<file path="config.mk">
export PLATFORM = sky130hd
export DESIGN_NAME = coin_credit_fsm
export DESIGN_NICKNAME = d
export VERILOG_FILES = /design/src/rtl/coin_credit_fsm.sv
export SDC_FILE = /design/constraint.sdc
export NUM_CORES = 1
export LEC_CHECK = 0
export ABC_AREA = 1
export CAP_MARGIN = 20
export CORE_ASPECT_RATIO = 0.7
export CORE_MARGIN = 2
export CORE_UTILIZATION = 48
export CTS_BUF_LIST = sky130_fd_sc_hd__clkbuf_4 sky130_fd_sc_hd__clkbuf_8
export DETAILED_ROUTE_END_ITERATION = 12
export GPL_ROUTABILITY_DRIVEN = 0
export MAX_ROUTING_LAYER = met4
export PLACE_DENSITY = 0.73
export SKIP_LAST_GASP = 1
export SLEW_MARGIN = 30
export SYNTH_ARGS = -nofsm -noshare
export SYNTH_HDL_FRONTEND = slang
export SYNTH_SLANG_ARGS = --single-unit
</file>
<file path="constraint.sdc">
create_clock -name clk -period 2.9 [get_ports clk]
set_input_delay 0.29 -clock clk [delete_from_list [all_inputs] [get_ports clk]]
set_output_delay 0.29 -clock clk [all_outputs]
set_load 0.05 [all_outputs]
</file>
<file path="src/rtl/coin_credit_fsm.sv">
`timescale 1ns/1ps
`default_nettype none
// ============================================================================
//  Module      : coin_credit_fsm
//  Description : Coin-credit controller for the drink vending datapath.
//                Accumulates up to three coin denominations into a credit
//                register (bounded by MAX_CREDIT), accepts or refuses drink
//                selections against the supplied price, holds the drink
//                preparation enable until done, then returns change.
//  Revision    : 1.0 - initial release
// ============================================================================
module coin_credit_fsm #(
    parameter int CREDIT_W   = 12,
    parameter int MAX_CREDIT = 2000,
    parameter int COIN0_VAL  = 100,
    parameter int COIN1_VAL  = 500,
    parameter int COIN2_VAL  = 1000
) (
    input  logic                clk,
    input  logic                rst,
    input  logic [1:0]          moneda,
    input  logic [2:0]          sel,
    input  logic [CREDIT_W-1:0] price,
    input  logic                cancel,
    input  logic                done,
    output logic [CREDIT_W-1:0] credit,
    output logic [2:0]          drink,
    output logic                enable,
    output logic                reject,
    output logic                insufficient,
    output logic [CREDIT_W-1:0] change,
    output logic                change_valid
);

    localparam logic [1:0] S_IDLE     = 2'd0;
    localparam logic [1:0] S_COLLECT  = 2'd1;
    localparam logic [1:0] S_DISPENSE = 2'd2;
    localparam logic [1:0] S_CHANGE   = 2'd3;

    localparam logic [CREDIT_W:0]   c_max_credit = MAX_CREDIT[CREDIT_W:0];
    localparam logic [CREDIT_W-1:0] c_coin0_val  = COIN0_VAL[CREDIT_W-1:0];
    localparam logic [CREDIT_W-1:0] c_coin1_val  = COIN1_VAL[CREDIT_W-1:0];
    localparam logic [CREDIT_W-1:0] c_coin2_val  = COIN2_VAL[CREDIT_W-1:0];

    logic [1:0]          r_state;
    logic [CREDIT_W-1:0] r_credit;
    logic [2:0]          r_drink;
    logic                r_enable;
    logic                r_reject;
    logic                r_insufficient;
    logic [CREDIT_W-1:0] r_change;
    logic                r_change_valid;

    logic [CREDIT_W-1:0] w_coin_val;
    logic [CREDIT_W:0]   w_coin_sum;
    logic                w_coin_present;
    logic                w_coin_ok;
    logic                w_sel_ok;
    logic                w_cancel_act;

    // Coin valuation and acceptance test; the sum carries one extra bit so
    // a large coin on a large credit cannot wrap past the ceiling check.
    always_comb begin
        w_coin_val = '0;
        case (moneda)
            2'b01:   w_coin_val = c_coin0_val;
            2'b10:   w_coin_val = c_coin1_val;
            2'b11:   w_coin_val = c_coin2_val;
            default: w_coin_val = '0;
        endcase
        w_coin_present = (moneda != 2'b00);
        w_coin_sum     = {1'b0, r_credit} + {1'b0, w_coin_val};
        w_coin_ok      = (w_coin_val != '0) && (w_coin_sum <= c_max_credit);
        w_sel_ok       = (sel != 3'b000) && (r_credit >= price);
        // Cancel only means something once there is credit to refund.
        w_cancel_act   = cancel && (r_state == S_COLLECT);
    end

    // Main controller: state, credit, selection latch and one-cycle pulses.
    always_ff @(posedge clk or posedge rst) begin
        if (rst) begin
            r_state        <= S_IDLE;
            r_credit       <= '0;
            r_drink        <= 3'b000;
            r_enable       <= 1'b0;
            r_reject       <= 1'b0;
            r_insufficient <= 1'b0;
            r_change       <= '0;
            r_change_valid <= 1'b0;
        end else begin
            r_reject       <= 1'b0;
            r_insufficient <= 1'b0;
            r_change_valid <= 1'b0;
            case (r_state)
                S_IDLE, S_COLLECT: begin
                    if (w_cancel_act) begin
                        // Refund everything; a coin arriving now is bounced.
                        r_state        <= S_CHANGE;
                        r_change       <= r_credit;
                        r_change_valid <= 1'b1;
                        r_reject       <= w_coin_present;
                    end else if (w_sel_ok) begin
                        r_state  <= S_DISPENSE;
                        r_drink  <= sel;
                        r_credit <= r_credit - price;
                        r_enable <= 1'b1;
                        r_reject <= w_coin_present;
                    end else begin
                        // A refused selection still lets a coin land.
                        r_insufficient <= (sel != 3'b000);
                        if (w_coin_present) begin
                            if (w_coin_ok) begin
                                r_credit <= w_coin_sum[CREDIT_W-1:0];
                                r_state  <= S_COLLECT;
                            end else begin
                                r_reject <= 1'b1;
                            end
                        end
                    end
                end
                S_DISPENSE: begin
                    r_reject <= w_coin_present;
                    if (done) begin
                        r_enable <= 1'b0;
                        if (r_credit != '0) begin
                            r_state        <= S_CHANGE;
                            r_change       <= r_credit;
                            r_change_valid <= 1'b1;
                        end else begin
                            r_state <= S_IDLE;
                            r_drink <= 3'b000;
                        end
                    end
                end
                S_CHANGE: begin
                    // Change was presented on entry; clear and go home.
                    r_reject <= w_coin_present;
                    r_credit <= '0;
                    r_drink  <= 3'b000;
                    r_state  <= S_IDLE;
                end
                default: begin
                    r_state <= S_IDLE;
                end
            endcase
        end
    end

    assign credit       = r_credit;
    assign drink        = r_drink;
    assign enable       = r_enable;
    assign reject       = r_reject;
    assign insufficient = r_insufficient;
    assign change       = r_change;
    assign change_valid = r_change_valid;

endmodule
`default_nettype wire

</file>
Yosys cells after proc, flatten, opt, wreduce, memory -nomap -nowiden
Index checks and enable logic that the tools add are counted.

Register bits: 33. Bits in latches: 0. RAM bits: 0. Memory bits (read-only): 0. Input port bits: 21. Logic and storage cells: 83. Memories: 0.

Add/subtract/negate cells: 2. $mul: 0. Div/mod/pow operators: 0. Magnitude comparators: 2. Equality and inequality tests: 16. Shift operators: 0. Mux-type cells: 38. Bitwise operators: 0. Reduce and logical (&&, ||, !) cells: 17.

Operators with widths (number): two-way mux 12 bit (7); case mux 12 bit (2 select lines) (2); case mux 10 bit (3 select lines) (1); nonzero test 12 bit (2); AND reduction 4 bit (4); adder 12 x 12 -> 13 bit (1); less-or-equal comparator 13 x 11 -> 1 bit (second input constant) (1); two-way mux 1 bit (13); greater-or-equal comparator 12 bit (1); two-way mux 2 bit (6); two-way mux 3 bit (4); inequality test 2 bit (second input constant) (6); subtractor 12 bit (1); case mux 3 bit (3 select lines) (1); == test 2 bit (second input constant) (4); inequality test 4 bit (second input constant) (2); inequality test 3 bit (second input constant) (2); case mux 1 bit (2 select lines) (3); case mux 2 bit (3 select lines) (1); nonzero test 2 bit (3); == test 2 x 1 -> 1 bit (second input constant) (2); OR reduction 2 bit (2); logical AND 1 bit (3); AND reduction 3 bit (1); 2 further kinds (2).

Longest topological paths before layout
Gate-level depths: netlist (run 1).

Word-level depth: 10. Mapped depth: 21.

Least setup slack after synthesis (run 1)
No wires, ideal clock.

Path kind: flip-flop to flip-flop. Start point: reg r_credit[0], in the netlist credit[0]. End point: reg r_credit[6], in the netlist credit[6]. Arrival: 2495 ps. Path slack: 340 ps. Cell stages (with the launch flop): 14. Buffers on the path: 1. Period minus slack after synthesis: 2560 ps. Cell sequence: dfrtp_1 inv_1 ha_1 fa_1 o21ai_1 nand3_1 nand4_1 nand2_4 clkinv_4 buf_6 nor2_1 a211oi_1 nand3_1 nand2_1.

Word-level cells in the longest chain between the ends: 6. Elaborated cells between the ends (all ways): 14. Those cells by class: add/sub: 2; order compare: 2; eq/ne: 2; mux: 5; reduce/logical: 3.

Ends and longest elaborated chain: start, declared (line 46) `logic [CREDIT_W-1:0] r_credit;`; start signal, assigned (line 105) `r_credit <= r_credit - price;`; start signal, assigned (line 113) `r_credit <= w_coin_sum[CREDIT_W-1:0];`; parallel branches: the longest is 6 deep, another holds adder 12 x 12 -> 13 bit.

Parallel ways; which one is timed is not known. The select of a mux whose other input is x is not followed. A chain may end at the register's enable or synchronous reset.

Worst setup path after layout (run 1)
Start point: in moneda[0]. End point: reg r_credit[4], in the netlist credit[4].

Word-level cells in the longest chain between the ends: 8. Elaborated cells between the ends (all ways): 17. Those cells by class: add/sub: 1; order compare: 1; eq/ne: 5; mux: 6; reduce/logical: 4.

Ends and longest elaborated chain: start, declared (line 21) `input logic [1:0] moneda,`; parallel branches: the longest is 8 deep, another holds adder 12 x 12 -> 13 bit.

Parallel ways; which one is timed is not known. The select of a mux whose other input is x is not followed.

==> qor.txt, run 1 <==
Mean post-synth cell area: 6.89 µm²
Num CTS Buffers: 5
Hold WS: 0.386 ns
Core footprint: 5340 µm²
FF/Latch Area: 826 µm²
DRT iter0 DRCs: 248
Overflow after GRT: 0
Max transition margin: 0.531
Clk root buf: clkbuf_8
Max-slew violations: 0
Die X: 93.7 µm
Logic pwr share: 0.700
First-pass GRT wire length: 12700 µm
LEAKAGE: 1.88 nW
Die Area: 6260 µm²
Port buffer count: 51
Worst r2r src: credit[3]
Initial Util: 0.506
Fin. Hold Viols: 0
Total Wirelength: 7530 µm
Slew @ Worst Pin: 0.702 ns
Area after DPL: 3420 µm²
Crit path time final: 2.70 ns
Syn Std Cell Area: 2700 µm²
Vias: 2862
Yosys reg bits: 33
Design area: 3550 µm²
Clock buffer depth: 2
Internal power: 0.00213 W
CP startpoint kind: input port
Max Cap Viol: 0
Pwr dens: 1300 nW/µm²
Skew final: 0.00297 ns
Non-Filler Instances: 537
Core Rows: 22
Hold Buf Count CTS: 0
Placed cells: 529
TritonCTS clock tree: built
Drt first pass iters: 5
Largest net degree at the start of global routing: 34
F_max: 370 MHz
Cells after Synth: 392
R2R Setup Slk: 0.40 ns
Run status: finished clean
Switching Share: 0.541
N_diodes: 0
Area grow syn2layout: 31.5%
Synth warn: 0
Worst-path clk slew: 0.07 ns
Clk pwr share: 0.098
Crit share post-route: 0.933
R2r endpoint: credit[4]
Hold Path Class: input port to asynchronous set/reset pin
Final setup viols: 0
Multi-input logic area: 1630 µm²
Die Height: 66.8 µm
Clk Latency, worst-skew pair: 0.29 ns
Routed Antenna Nets: 0
Nets@finish: 509
Avg Vias per Cell: 5.33
Drt drc: 0
Total power: 0.00463 W
CTS H-Tree Depth: 2
CP Capture Type: register
Critical path fanouts, max: 10
Worst Reg-to-Reg Cells: 19
Syn nets: 437
Antenna violations before repair: 0
Peak supply drop: 0.772 mV
CP Launch Point: moneda[0]
GRT Total Usage: 0.269
Vias in the first global route: 2775
CTS Sinks: 33
Fillers: 477
Netlist cell types: 36
Worst endpoint required time: 3.08 ns
Flop pwr share: 0.202
HPWL after DPL: 6050 µm
I/O Pins: 52
Routed len/inst: 14.0 µm
Sw Pwr: 0.00250 W
Share of layout cells above drive strength 1: 0.110
Register area share after synthesis: 0.306
Crit path kind: input port to register
Worst path arrival time: 2.88 ns
-- power by group through the flow --
stage | combinational, W | clock [W] | sequential, W
after floorplan | 0.00155 | 0 | 0.00155
after global placement | 0.00315 | 0 | 0.000932
after detailed placement | 0.00319 | 0 | 0.000936
after CTS | 0.00321 | 0.000462 | 0.000932
after global routing | 0.00356 | 0.000488 | 0.000960
final | 0.00324 | 0.000455 | 0.000935
-- cells in the mapped netlist --
cell	number	area share
or2_2	1	0.0023
nor3_2	1	0.0037
o21bai_1	2	0.0056
nor4_1	1	0.0023
nand2_2	5	0.012
mux2_2	4	0.017
nand4_1	7	0.016
a211oi_1	1	0.0028
nor2_1	31	0.043
a21o_1	1	0.0028
inv_2	5	0.0069
fa_1	1	0.0074
nand3_1	36	0.067
clkbuf_1	1	0.0014
clkinv_1	1	0.0014
inv_1	52	0.072
dfrtp_1	33	0.31
clkinv_4	1	0.0032
o31ai_1	1	0.0028
nor2_2	4	0.0093
nand3b_1	3	0.0083
ha_1	23	0.11
o21ai_0	11	0.020
xnor2_1	4	0.013
buf_6	2	0.0083
a31oi_1	2	0.0046
nand2_1	112	0.16
o21ai_1	4	0.0074
a21oi_1	27	0.050
a21oi_2	1	0.0032
buf_2	1	0.0019
a22o_1	3	0.0097
o211ai_1	1	0.0028
nor3_1	4	0.0074
nand2_4	1	0.0042
xor2_1	4	0.013
-- routing by layer --
| layer | track usage | vias up | part of all wire |
|---|---|---|---|
| li1 | - | 1416 | - |
| met1 | 0.374 | 1300 | 0.48 |
| met2 | 0.398 | 126 | 0.43 |
| met3 | 0.0520 | 20 | 0.069 |
| met4 | 0.0888 | 0 | 0.021 |
| met5 | - | - | 0 |
-- cells in the final DEF (no fill, tap or decap), drive strengths merged, types with 5 or more instances in the layout --
cell type      Yosys  routed
a21oi             28      28
buf                3      18
clkbuf             1       7
clkdlybuf4s50      0      50
dfrtp             33      33
ha                23      23
inv               57      57
nand2            118     118
nand3             36      36
nand4              7       7
nor2              35      35
nor3               5       5
o21ai             15      15
-- per-stage QoR --
stage | setup WS, ns | utilization | TNS, ns
2_1_floorplan | 0.340 | - | 0
3_3_place_gp | -0.0327 | 0.640 | -0.257
3_5_place_dp | -0.135 | 0.640 | -1.15
4_1_cts | 0.161 | 0.663 | 0
5_1_grt | -0.0171 | 0.666 | -0.0369
6_report | 0.195 | 0.666 | 0
-- layout make-up --
| class | count | share of cell area |
|---|---|---|
| inverters | 59 | 0.0637 |
| clock inverters | 1 | 0.00845 |
| flip-flops and latches | 33 | 0.232 |
| clock buffers | 7 | 0.0253 |
| well taps | 72 | 0.0253 |
| repair buffers | 69 | 0.186 |
| multi-input cells | 296 | 0.459 |
-- cells by family (layout without fill, tap and decap cells) --
logic type	after synthesis	count (layout)	share of synthesized area
adder cells (fa/ha/maj)	24	24	0.114
XOR/XNOR	8	8	0.0259
flip-flops	33	33	0.306
AO/OA/AOI/OAI	54	54	0.112
AND/OR/NAND/NOR	206	206	0.331
buffers and inverters	63	136	0.0954
multiplexers	4	4	0.0167
-- worst max-delay path, stage by stage --
cell and delay, ns:
clkdlybuf4s50_1 0.48, inv_1 0.09, ha_1 0.30, ha_1 0.20, ha_1 0.18, inv_1 0.07, nand2_1 0.07, nand3_1 0.10
nand2_1 0.09, nand2_1 0.10, nand2_1 0.05, nand2_1 0.05, nand2_1 0.06, nor2_1 0.12, nand3_1 0.14, nand3_2 0.11
nand2_2 0.09, buf_12 0.15, nand3_1 0.07, nand2_1 0.07
-- how the worst max path moves through the flow --
| stage | to | depth (start not counted) |
|---|---|---|
| 4_1_cts | credit[11] | 19 |
| 3_3_place_gp | credit[11] | 19 |
| 2_1_floorplan | credit[6] | 13 |
| 5_1_grt | credit[10] | 20 |
| 3_5_place_dp | credit[11] | 19 |
| 6_report | credit[4] | 20 |
-- flip-flops by register name, summed over array words and instances (netlist names) --
name	flops
credit	12
reject	1
drink	3
insufficient	1
change_valid	1
enable	1
change	12
r_state	2
-- timing repair --
item,CTS,global route
setup buffers,0,0
gates resized for setup,0,4
endpoints found under the setup margin,0,11
hold endpoints to repair,0,0
(Power assumes the default switching activity.)
==> inputs of run 2 (changes only) <==
- CORE_MARGIN: 2 -> not set
==> run 2 against run 1 <==
Against the previous run: global-route usage shrank 0.34 points; sequential cell count unchanged; critical path depth stayed put; worst hold slack improved by 0.0069 ns; die area fell by 5.1%; power down 1.9%; largest power group unchanged; highest routed layer unchanged.
==> qor.txt, run 2 (synthesis gave the netlist of run 1 again) <==
CP Launch Point: moneda[0]
Placed cells: 529
Max Cap Viol: 0
Worst path arrival time: 2.86 ns
Skew final: 0.00399 ns
Worst r2r src: credit[3]
Worst slack, placed: -0.123 ns
LEAKAGE: 1.87 nW
Hold WS: 0.393 ns
Fin. Hold Viols: 0
Avg Vias per Cell: 5.27
Die X: 91.7 µm
Crit path kind: input port to register
Die Area: 5940 µm²
Slew @ Worst Pin: 0.684 ns
I/O Pins: 52
Crit path to: credit[6]
Core Rows: 22
Crit path time final: 2.69 ns
Final setup viols: 0
Routed len/inst: 13.8 µm
Vias: 2829
Fin util: 0.662
Worst-path clk slew: 0.07 ns
Worst endpoint required time: 3.07 ns
Setup total negative slack: 0 ns
Run status: finished clean
R2R Setup Slk: 0.43 ns
Crit share post-route: 0.928
Multi-input logic area: 1630 µm²
Routed Antenna Nets: 0
Initial Util: 0.506
Most common cell after layout, fill and taps aside: nand2_1
GRT Total Usage: 0.266
Core footprint: 5340 µm²
CTS H-Tree Depth: 2
Max-slew violations: 0
CP startpoint kind: input port
FF/Latch Area: 826 µm²
Drt first pass iters: 5
Share of layout cells above drive strength 1: 0.110
Post-CTS setup buffer count: 0
Antenna violations before repair: 0
Total Wirelength: 7390 µm
Drt drc: 0
TritonCTS clock tree: built
First-pass GRT wire length: 11900 µm
Final setup margin: 0.209 ns
HPWL after DPL: 5870 µm
Hold Path Class: input port to asynchronous set/reset pin
Peak supply drop: 0.848 mV
Worst Reg-to-Reg Cells: 19
Clock buffer depth: 2
Port buffer count: 51
Fillers: 503
DRT iter0 DRCs: 136
Clk root buf: clkbuf_8
Num CTS Buffers: 5
N_diodes: 0
Most frequent cells in the layout: nand2_1, inv_1, clkdlybuf4s50_1
Pwr dens: 1280 nW/µm²
Clk Latency, worst-skew pair: 0.28 ns
Area grow syn2layout: 30.8%
Vias in the first global route: 2525
Max transition margin: 0.543
Overflow after GRT: 0
CTS Sinks: 33
Die Height: 64.8 µm
F_max: 372 MHz
R2r endpoint: credit[6]
Largest net degree at the start of global routing: 34
Critical path fanouts, max: 10
Non-Filler Instances: 537
Nets@finish: 509
CP Capture Type: register
## run 2: changes by cell type in the layout (fill, tap and decap cells not counted)
cell and change:
bufinv_16 -1, clkbuf_4 -1, clkbuf_8 +1, clkinv_2 +1, nand2_1 -1, nand2_2 +1, nor2_1 +1, nor2_2 -1
## run 2: what timing repair did
action	4_1_cts	5_1_grt
setup endpoints to repair	0	11
endpoints found under the hold margin	0	0
gates resized for setup	0	4
hold buffers	0	0
## run 2: area by class of cell
class / count / share of cell area
repair buffers: 69 / 0.187
inverters: 59 / 0.0640
well taps: 72 / 0.0255
flip-flops and latches: 33 / 0.234
clock inverters: 1 / 0.00142
multi-input cells: 296 / 0.461
clock buffers: 7 / 0.0272
## run 2: per-layer routing
layer / global-route usage / vias to the layer above / wire length (µm)
met2: 0.401 / 92 / 3160
met3: 0.0376 / 9 / 419
met1: 0.378 / 1306 / 3730
met5: - / - / 0
li1: - / 1422 / -
met4: 0.0655 / 0 / 81
## run 2: worst min path at each step
stage | startpoint | end | slack, ns
4_1_cts | rst | change[0] | 0.41
3_3_place_gp | change[2] | change[2] | 0.49
6_report | rst | change[0] | 0.39
3_5_place_dp | drink[2] | drink[2] | 0.50
2_1_floorplan | rst | change[0] | 0.42
5_1_grt | rst | change[0] | 0.43
## run 2: power breakdown
| group | internal (W) | switching, W | total (W) |
|---|---|---|---|
| clock network | 0.000214 | 0.000164 | 0.000378 |
| logic | 0.00115 | 0.00208 | 0.00323 |
| registers | 0.000685 | 0.000250 | 0.000935 |
## run 2: critical path, stage by stage
cell             delay (ns)
clkdlybuf4s50_1        0.49
inv_1                  0.09
ha_1                   0.31
ha_1                   0.20
ha_1                   0.18
inv_1                  0.07
nand2_1                0.06
nand3_1                0.10
nand2_2                0.08
nand2_1                0.09
nand2_1                0.06
nand2_1                0.05
nand2_1                0.06
nor2_1                 0.11
nand3_1                0.10
nand3_1                0.11
nand2_2                0.10
buf_12                 0.15
nand3_1                0.07
nand2_1                0.06
## run 2: metrics by stage
stage / power (W) / area (µm²)
2_1_floorplan: 0.00310 / 2700
3_3_place_gp: 0.00408 / 3420
3_5_place_dp: 0.00411 / 3420
4_1_cts: 0.00451 / 3520
5_1_grt: 0.00489 / 3540
6_report: 0.00454 / 3540
==> inputs of run 3 (changes only) <==
- CORE_ASPECT_RATIO: 0.7 -> 2
- CORE_UTILIZATION: 48 -> 54
- PLACE_DENSITY: 0.73 -> 0.81
==> run 3 against run 2 <==
Against the previous run: combinational power rose by 4%; final area is 1.3% higher; non-clock buffer count increased by 2; via count increased by 1.8%; clock-buffer cell count stayed put; clock power is 21% higher; largest power group unchanged.
==> qor.txt, run 3 (synthesis gave the netlist of run 1 again) <==
Total Wirelength: 8090 µm
Peak supply drop: 1.03 mV
Worst-path clk slew: 0.07 ns
CTS H-Tree Depth: 2
Crit path time final: 2.71 ns
Die Height: 102 µm
I/O Pins: 52
Vias: 2880
Drt first pass iters: 5
Vias in the first global route: 2855
Fin util: 0.743
Flop pwr share: 0.196
Largest net degree at the start of global routing: 34
HPWL after DPL: 6310 µm
Sw Pwr: 0.00258 W
Routed len/inst: 15.4 µm
CP Capture Type: register
Most frequent cells in the layout: nand2_1, inv_1, clkdlybuf4s50_1
Final setup viols: 0
Final setup margin: 0.191 ns
Initial Util: 0.561
Slowest stage delay, CP: 0.51 ns
F_max: 369 MHz
Hold Buf Count CTS: 0
Worst path cell trace: clkdlybuf4s50_1 -> inv_1 -> ha_1 -> ha_4 -> ha_1 -> inv_1 -> nand2_1 -> nand3_2 -> nand2_4 -> nand2_1 -> nand2_1 -> nand2_1 -> nand2_1 -> nor2_1 -> nand3_1 -> nand3_2 -> nand2_2 -> buf_4 -> nand3_1 -> nand2_1
Critical path fanouts, max: 5
Total power: 0.00473 W
Switching Share: 0.545
Worst path arrival time: 2.89 ns
TritonCTS clock tree: built
Num CTS Buffers: 5
Core Rows: 36
Port buffer count: 51
GRT Total Usage: 0.341
Drt drc: 0
Skew final: 0.00488 ns
Hold Path Class: input port to asynchronous set/reset pin
Avg Vias per Cell: 5.50
Clock buffer depth: 2
Pwr dens: 1320 nW/µm²
Die X: 52.0 µm
Worst slack, placed: -0.150 ns
Logic pwr share: 0.708
Clk pwr share: 0.096
LEAKAGE: 1.88 nW
Worst endpoint required time: 3.08 ns
CTS Sinks: 33
Routed Antenna Nets: 0
Setup total negative slack: 0 ns
Run status: finished clean
Fillers: 397
Overflow after GRT: 0
CP startpoint kind: input port
Antenna violations before repair: 0
Clk root buf: clkbuf_8
Core footprint: 4820 µm²
DRT iter0 DRCs: 80
Max transition margin: 0.550
Slew @ Worst Pin: 0.674 ns
Clk Latency, worst-skew pair: 0.29 ns
N_diodes: 0
Most common cell after layout, fill and taps aside: nand2_1
Max-slew violations: 0
Area grow syn2layout: 32.5%
Crit share post-route: 0.934
Share of layout cells above drive strength 1: 0.124
CP max-delay cell: clkdlybuf4s50_1
First-pass GRT wire length: 12800 µm
Placed cells: 515
Nets@finish: 511
CP most frequent cell: nand2_1
Die Area: 5310 µm²
Max Cap Viol: 0
Fin. Hold Viols: 0
Internal power: 0.00215 W
Non-Filler Instances: 524
Crit path kind: input port to register
R2R Setup Slk: 0.32 ns
## run 3: cell count changes in the layout (fill, tap and decap cells not counted), moves of 2 or more
cell,previous run,this run
nand3_1,35,33
nand3_2,1,3
buf_4,17,20
ha_1,23,21
ha_4,0,2
## run 3: layout make-up
type | instances | area (µm²) | share of cell area
multi-input combinational | 296 | 1680 | 0.468
sequential | 33 | 826 | 0.231
timing repair buffer | 71 | 663 | 0.185
inverter | 59 | 226 | 0.0632
clock buffer | 7 | 90.1 | 0.0251
tap | 57 | 71.3 | 0.0199
clock inverter | 1 | 30.0 | 0.00838
## run 3: worst paths after layout
check	cells after the start	end	startpoint
worst max register to register	19	credit[7]	credit[3]
min in group clk	1	change[2]	change[2]
worst min register to register	1	change[2]	change[2]
worst min-delay path	3	credit[2]	rst
worst max-delay path	20	credit[7]	moneda[0]
max in group asynchronous	3	change[9]	rst
## run 3: repair_timing
action | in CTS | in global routing
endpoints found under the hold margin | 0 | 0
endpoints found under the setup margin | 0 | 12
setup buffers | 0 | 1
gates resized for setup | 0 | 11
## run 3: worst max-delay path, delay by kind of cell
| family | cells | cell delay [ns] |
|---|---|---|
| buffers and inverters | 4 | 0.83 |
| and+or+nand+nor | 13 | 1.05 |
| adders and majority gates | 3 | 0.70 |
## run 3: power by group through the flow
stage | Combinational [W] | Sequential, W | Clock, W
after floorplan | 0.00155 | 0.00155 | 0
after global placement | 0.00320 | 0.000912 | 0
after detailed placement | 0.00325 | 0.000915 | 0
after CTS | 0.00328 | 0.000911 | 0.000457
after global routing | 0.00363 | 0.000946 | 0.000476
final | 0.00335 | 0.000926 | 0.000456
## run 3: metrics by stage
| stage | cell area (µm²) | hold WS [ns] |
|---|---|---|
| 2_1_floorplan | 2700 | 0.419 |
| 6_report | 3580 | 0.387 |
| 5_1_grt | 3580 | 0.435 |
| 4_1_cts | 3520 | 0.402 |
| 3_3_place_gp | 3400 | 0.488 |
| 3_5_place_dp | 3400 | 0.492 |
## run 3: per-layer routing
metal  vias to the layer above  global-route usage  routed length (µm)
li1                       1418                   -                   -
met1                      1302               0.338                2880
met2                       115               0.582                4240
met3                        45              0.0476                 339
met4                         0               0.247                 630
met5                         -                   -                   0
